File: src/rtl/lib_switchblock_pkg.sv
// Shared definitions for the switch-block / quantizer / DEM monitor path.
package lib_switchblock_pkg;

  // Defaults shared with the switch block and quantizer (MAX_LEVEL == element count)
  localparam int DEFAULT_NUM_ELEMENTS = 8;
  localparam int DEFAULT_OUTPUT_WIDTH = 4;
  localparam int DEFAULT_CNT_WIDTH    = 16;

  // Usage-spread scan sequencer states
  typedef enum logic [1:0] {
    IDLE = 2'd0,
    SCAN = 2'd1,
    DONE = 2'd2
  } scan_state_t;

endpackage

File: src/rtl/dem_popcount.sv
// Combinational population count of a W-bit vector.
module dem_popcount #(
  parameter int W     = 4,
  parameter int OUT_W = 3
) (
  input  logic [W-1:0]     vec,
  output logic [OUT_W-1:0] count
);

  // Sum every bit of the vector; OUT_W must be wide enough to hold W
  always_comb begin
    count = '0;
    for (int i = 0; i < W; i++) begin
      count = count + OUT_W'(vec[i]);
    end
  end

endmodule

File: src/rtl/dem_level_decoder.sv
// DEM level decoder: rebuilds the quantizer level from the unit-element
// selection vector, flags disagreement with the reference level, and keeps
// per-element usage counters with an on-demand max-min spread scan.
module dem_level_decoder
  import lib_switchblock_pkg::*;
#(
  parameter int NUM_ELEMENTS = DEFAULT_NUM_ELEMENTS,
  parameter int OUTPUT_WIDTH = DEFAULT_OUTPUT_WIDTH,
  parameter int CNT_WIDTH    = DEFAULT_CNT_WIDTH
) (
  input  logic                    clk_i,
  input  logic                    rst_i,
  input  logic                    valid_i,
  input  logic [NUM_ELEMENTS-1:0] elem_sel_i,
  input  logic [OUTPUT_WIDTH-1:0] ref_level_i,
  output logic [OUTPUT_WIDTH-1:0] level_o,
  output logic                    valid_o,
  output logic                    mismatch_o,
  input  logic                    clear_i,
  input  logic                    scan_start_i,
  output logic                    scan_done_o,
  output logic [CNT_WIDTH-1:0]    spread_o
);

  localparam int LO_W  = NUM_ELEMENTS / 2;
  localparam int HI_W  = NUM_ELEMENTS - LO_W;
  localparam int IDX_W = (NUM_ELEMENTS > 1) ? $clog2(NUM_ELEMENTS) : 1;

  localparam logic [OUTPUT_WIDTH-1:0] MAX_LEVEL = OUTPUT_WIDTH'(NUM_ELEMENTS);
  localparam logic [CNT_WIDTH-1:0]    CNT_ONE   = CNT_WIDTH'(1);
  localparam logic [CNT_WIDTH-1:0]    CNT_MAX   = '1;
  localparam logic [IDX_W-1:0]        IDX_ONE   = IDX_W'(1);
  localparam logic [IDX_W-1:0]        LAST_IDX  = IDX_W'(NUM_ELEMENTS - 1);

  // Half-vector popcounts keep the adder chain short ahead of the S1 register
  logic [OUTPUT_WIDTH-1:0] lo_cnt, hi_cnt;

  dem_popcount #(.W(LO_W), .OUT_W(OUTPUT_WIDTH)) u_pop_lo (
    .vec   (elem_sel_i[LO_W-1:0]),
    .count (lo_cnt)
  );

  dem_popcount #(.W(HI_W), .OUT_W(OUTPUT_WIDTH)) u_pop_hi (
    .vec   (elem_sel_i[NUM_ELEMENTS-1:LO_W]),
    .count (hi_cnt)
  );

  logic                    valid_q;
  logic [OUTPUT_WIDTH-1:0] ref_q, lo_cnt_q, hi_cnt_q, level_sum;

  // Stage 1: capture the reference level and both half counts
  always_ff @(posedge clk_i or posedge rst_i) begin
    if (rst_i) begin
      valid_q  <= 1'b0;
      ref_q    <= '0;
      lo_cnt_q <= '0;
      hi_cnt_q <= '0;
    end else begin
      valid_q <= valid_i;
      if (valid_i) begin
        ref_q    <= ref_level_i;
        lo_cnt_q <= lo_cnt;
        hi_cnt_q <= hi_cnt;
      end
    end
  end

  // The sum cannot exceed NUM_ELEMENTS, so it never overflows OUTPUT_WIDTH
  assign level_sum = lo_cnt_q + hi_cnt_q;

  // Stage 2: publish the level and mismatch flag, holding them on idle cycles
  always_ff @(posedge clk_i or posedge rst_i) begin
    if (rst_i) begin
      valid_o    <= 1'b0;
      level_o    <= '0;
      mismatch_o <= 1'b0;
    end else begin
      valid_o <= valid_q;
      if (valid_q) begin
        level_o    <= level_sum;
        mismatch_o <= (level_sum != ref_q) || (ref_q > MAX_LEVEL);
      end
    end
  end

  logic [CNT_WIDTH-1:0] usage_q [NUM_ELEMENTS];

  // Saturating per-element usage counters; clear beats a same-cycle increment
  always_ff @(posedge clk_i or posedge rst_i) begin
    if (rst_i) begin
      for (int k = 0; k < NUM_ELEMENTS; k++) usage_q[k] <= '0;
    end else if (clear_i) begin
      for (int k = 0; k < NUM_ELEMENTS; k++) usage_q[k] <= '0;
    end else if (valid_i) begin
      for (int k = 0; k < NUM_ELEMENTS; k++) begin
        if (elem_sel_i[k] && (usage_q[k] != CNT_MAX)) begin
          usage_q[k] <= usage_q[k] + CNT_ONE;
        end
      end
    end
  end

  scan_state_t          scan_state;
  logic [IDX_W-1:0]     scan_idx;
  logic [CNT_WIDTH-1:0] scan_min, scan_max, scan_sample, scan_min_nxt, scan_max_nxt;

  assign scan_sample  = usage_q[scan_idx];
  assign scan_min_nxt = (scan_sample < scan_min) ? scan_sample : scan_min;
  assign scan_max_nxt = (scan_sample > scan_max) ? scan_sample : scan_max;

  // Scan sequencer: walk one counter per cycle, then pulse done with max-min
  always_ff @(posedge clk_i or posedge rst_i) begin
    if (rst_i) begin
      scan_state  <= IDLE;
      scan_idx    <= '0;
      scan_min    <= '0;
      scan_max    <= '0;
      spread_o    <= '0;
      scan_done_o <= 1'b0;
    end else begin
      scan_done_o <= 1'b0;
      case (scan_state)
        IDLE: begin
          if (scan_start_i && !clear_i) begin
            scan_state <= SCAN;
            scan_idx   <= '0;
            scan_min   <= '1;
            scan_max   <= '0;
          end
        end
        SCAN: begin
          if (clear_i) begin
            scan_state <= IDLE;
          end else begin
            scan_min <= scan_min_nxt;
            scan_max <= scan_max_nxt;
            scan_idx <= scan_idx + IDX_ONE;
            if (scan_idx == LAST_IDX) begin
              scan_state  <= DONE;
              scan_done_o <= 1'b1;
              spread_o    <= scan_max_nxt - scan_min_nxt;
            end
          end
        end
        DONE: begin
          scan_state <= IDLE;
        end
        default: begin
          scan_state <= IDLE;
        end
      endcase
    end
  end

endmodule
File: config.mk
export PLATFORM = sky130hd
export DESIGN_NAME = dem_level_decoder
export DESIGN_NICKNAME = d
export VERILOG_FILES = /design/src/rtl/lib_switchblock_pkg.sv /design/src/rtl/dem_popcount.sv /design/src/rtl/dem_level_decoder.sv
export SDC_FILE = /design/constraint.sdc
export NUM_CORES = 1
export LEC_CHECK = 0
export ABC_AREA = 1
export ABC_CLOCK_PERIOD_IN_PS = 15700
export BUFFER_PORTS_ARGS = -buffer_cell sky130_fd_sc_hd__buf_2
export CORE_ASPECT_RATIO = 0.8
export CORE_MARGIN = 1
export CORE_UTILIZATION = 30
export CTS_CLUSTER_SIZE = 14
export DETAILED_ROUTE_END_ITERATION = 8
export PLACE_DENSITY = 0.55
export SLEW_MARGIN = 10
export SYNTH_ARGS = -nofsm -noshare
export SYNTH_HDL_FRONTEND = slang
export SYNTH_SLANG_ARGS = --single-unit
File: constraint.sdc
create_clock -name clk_i -period 15.7 [get_ports clk_i]
set_input_delay 1.57 -clock clk_i [delete_from_list [all_inputs] [get_ports clk_i]]
set_output_delay 1.57 -clock clk_i [all_outputs]
set_load 0.05 [all_outputs]
==> impl_metrics.py <==
metrics = {
    "status": {
        "outcome": "complete, no violations",
    },
    "timing": {
        "maxSlewViolCount": 0,
        "finalSetupViolCount": 0,
        "clock.fmax_mhz": 180.8,
        "timing.hold.ws_ps": 477.1,
        "setup_tns_ps": 0,
        "hold_violations": 0,
        "final.min_clock_period_ps": 5530,
        "maxSlewHeadroom_pct": 32.16,
        "worstMarginPinSlew_ps": 1018,
        "rsz0062_at_grt": "no",
        "timing.final.crit_share_pct": 35.22,
        "finalClockSkew_ps": 17.17,
    },
    "synthesis": {
        "yosysMostFrequentCell": "nand2_1",
        "synth_top_area_cell": "dfrtp_1",
        "synth_area_per_cell_um2": 7.359,
        "synth.distinct_cells": 54,
        "netlist_area_um2": 12630,
        "syn_nets": 1794,
        "async_flop_share_pct": 100.0,
        "synth_top_area_share_pct": 39.43,
        "synthTopCellsByArea": "dfrtp_1, nand2_1, inv_1, o21ai_0, ha_1",
        "synthTopCellsByCount": "nand2_1, inv_1, dfrtp_1",
        "synth-edff-count": 0,
        "ys_ff_latch": 199,
        "yosys_most_used_dff": "dfrtp_1",
        "seq_area_frac_synth_pct": 39.43,
        "synth_cells": 1716,
        "ys_warn_count": 0,
    },
    "placement": {
        "io_buffers": 39,
        "place_congestion": 0.9121,
        "placed_cell_area_um2": 13300,
        "dpl.hpwl_um": 26070,
        "dpl.cell_count": 2251,
    },
    "power": {
        "power_mw": 2.849,
        "vdd.ir_drop.worst_mv": 0.1136,
        "p_leak_nw": 6.252,
        "p_per_area_nw_per_um2": 205.6,
    },
    "routing": {
        "wl_um": 35230,
        "via_count": 11300,
        "drtIter0Drc": 888,
        "detail_route.wl_per_cell_um": 15.43,
        "routed_via_density": 4.950,
        "drc": 0,
        "ant_nets": 0,
        "firstDrtPassIters": 5,
    },
    "setup_path": {
        "critical_path_class": "flip-flop to flip-flop",
        "cp_top_family": "simple AND/OR/NAND/NOR gates",
        "cp.required_ps": 16090,
        "crit_path_frequent_cell": "nand2_1",
        "crit_chain": "inv_4, o21ai_0, a31oi_1, ha_1, nand4_1, nor3_1, nand4_1, nand2_2, inv_1, o21ai_0, ha_1, inv_1, fa_1, nand2_1, inv_1, o21ai_2, nand2_2, nand2_1, nand3_2, nand2_1, nand3_1, nand2_1, nand3_1, nand2_1",
        "crit_fanout": 69,
        "worst_setup_path_end_kind": "flip-flop",
        "critPathSlowestCell": "dfrtp_2",
        "startpoint_type": "flip-flop",
        "slowest_delay_ps": 560,
        "cp.arrival_ps": 5920,
        "cp_num_buf_inv": 4,
    },
    "hold_path": {
        "hp-class": "flip-flop to flip-flop",
    },
    "finish": {
        "fin_cells": 2283,
        "multi_input_area_um2": 6262,
        "num_antenna_cells": 0,
        "seqCellArea_um2": 4981,
        "nets": 1804,
        "final_layout_size_suffix_gt1_share_pct": 8.051,
        "stdcell_area_um2": 13860,
        "area_growth_pct": 9.759,
        "fillers": 4324,
    },
    "floorplanning": {
        "die_x_um": 231.4,
        "core_area_um2": 41040,
        "dieArea_um2": 42920,
        "initial_core_util_pct": 30.77,
        "placementRows": 66,
        "io_pins": 40,
        "die_y_um": 185.5,
    },
    "clocking": {
        "cts_buffers": 17,
        "cts_tree": "done",
        "hold_buffers": 0,
        "cts_resized": 0,
        "post-cts-setup-buffers": 0,
        "h-tree-depth": 4,
        "cts_sinks": 199,
        "clk_pin_slew_ps": 80,
        "clock_latency_ps": 470,
        "ctsLongestPathBuffers": 2,
        "cts_root_buf": "clkbuf_16",
    },
    "global_routing": {
        "grt_start_max_net_pins": 134,
        "grt_pass1_vias": 10730,
        "antenna_found_initial": 0,
        "grt_pass1_wl_um": 57500,
        "grt_overflow": 0,
        "gr-usage-all-layers_pct": 17.10,
    },
    "run": {
        "drv_cap": 0,
    },
}
## per-stage QoR
stage          util (%)  worst slack, ps
2_1_floorplan         -             8704
3_3_place_gp      32.40            10100
3_5_place_dp      32.40            10050
4_1_cts           33.77            10240
5_1_grt           33.77             9683
6_report          33.77            10170
## cells in the final DEF, fill, tap and decap left out, types with 5 or more instances in the layout
cell type and instances:
a221oi_1 14, clkbuf_16 17, o22ai_1 20, dfrtp_1 198, o21ai_1 21, inv_1 288, inv_6 5, mux2_2 7
nand2_2 14, nor2_2 6, nand4_1 16, nor4_1 5, buf_4 7, nand3_1 104, a31oi_1 14, nor3b_1 6
nor3_1 60, ha_1 57, buf_2 39, a211oi_1 10, o21ai_0 168, nand2_1 320, a21oi_1 137, o21ai_2 6
nor2_1 118, xor2_1 16, nand3_2 10, inv_2 6
## layout make-up
type                       instances  share of cell area [%]
multi-input combinational       1165                   45.18
sequential                       199                   35.94
inverter                         297                   8.115
tap                              544                   4.911
clock buffer                      19                   3.123
timing repair buffer              46                   1.787
clock inverter                    13                  0.9478
## registers in the layout, indices dropped and copies added, names as in the netlist, 2 cells and up
| register | flops |
|---|---|
| usage_q | 128 |
| scan_max | 16 |
| scan_min | 16 |
| spread_o | 16 |
| level_o | 4 |
| ref_q | 4 |
| hi_cnt_q | 3 |
| lo_cnt_q | 3 |
| scan_idx | 3 |
| scan_state | 2 |
## where the power goes
part           leakage [nW]  total [mW]  internal [mW]  switching, mW
clock network         0.277       0.442          0.224          0.219
logic                  3.31        1.78          0.565           1.22
registers              2.67       0.623          0.581         0.0424
## worst register-to-register path, delay by kind of cell, from the launching register on
family	cells	cell delay, ps
DFF	1	560
buffers and inverters	4	750
AOI/OAI and AO/OA	4	1320
and+or+nand+nor	13	1850
adders and majority gates	3	980
## cells by family after synthesis
family / count (synthesis) / share of synthesized area, %
simple gates: 669 / 23.32
compound gates: 410 / 18.11
buf+inv: 352 / 10.98
flops: 199 / 39.43
fa+ha+maj: 61 / 6.282
xor+xnor: 18 / 1.248
mux: 7 / 0.6242
## layer usage
layer	share of wire (%)	track usage [%]	vias up	wire [um]
met5	0	0	-	0
met3	5.1	2.849	31	1814
met2	42	24.99	267	14670
met1	52	25.73	5318	18290
met4	1.3	4.371	0	466
li1	-	-	5684	-
## final timing paths
| kind | from | to | slack [ps] | cells past startpoint |
|---|---|---|---|---|
| setup / recovery | scan_idx[0] | spread_o[14] | 10170 | 24 |
| hold / removal | level_o[1] | level_o[1] | 480 | 2 |
| setup reg to reg | scan_idx[0] | spread_o[14] | 10170 | 24 |
| hold reg to reg | level_o[1] | level_o[1] | 480 | 2 |
| max in group asynchronous | rst_i | scan_idx[0] | 12750 | 3 |
| min in group asynchronous | rst_i | usage_q[54] | 1260 | 2 |
Note: power is estimated with default switching activity, not from simulation.
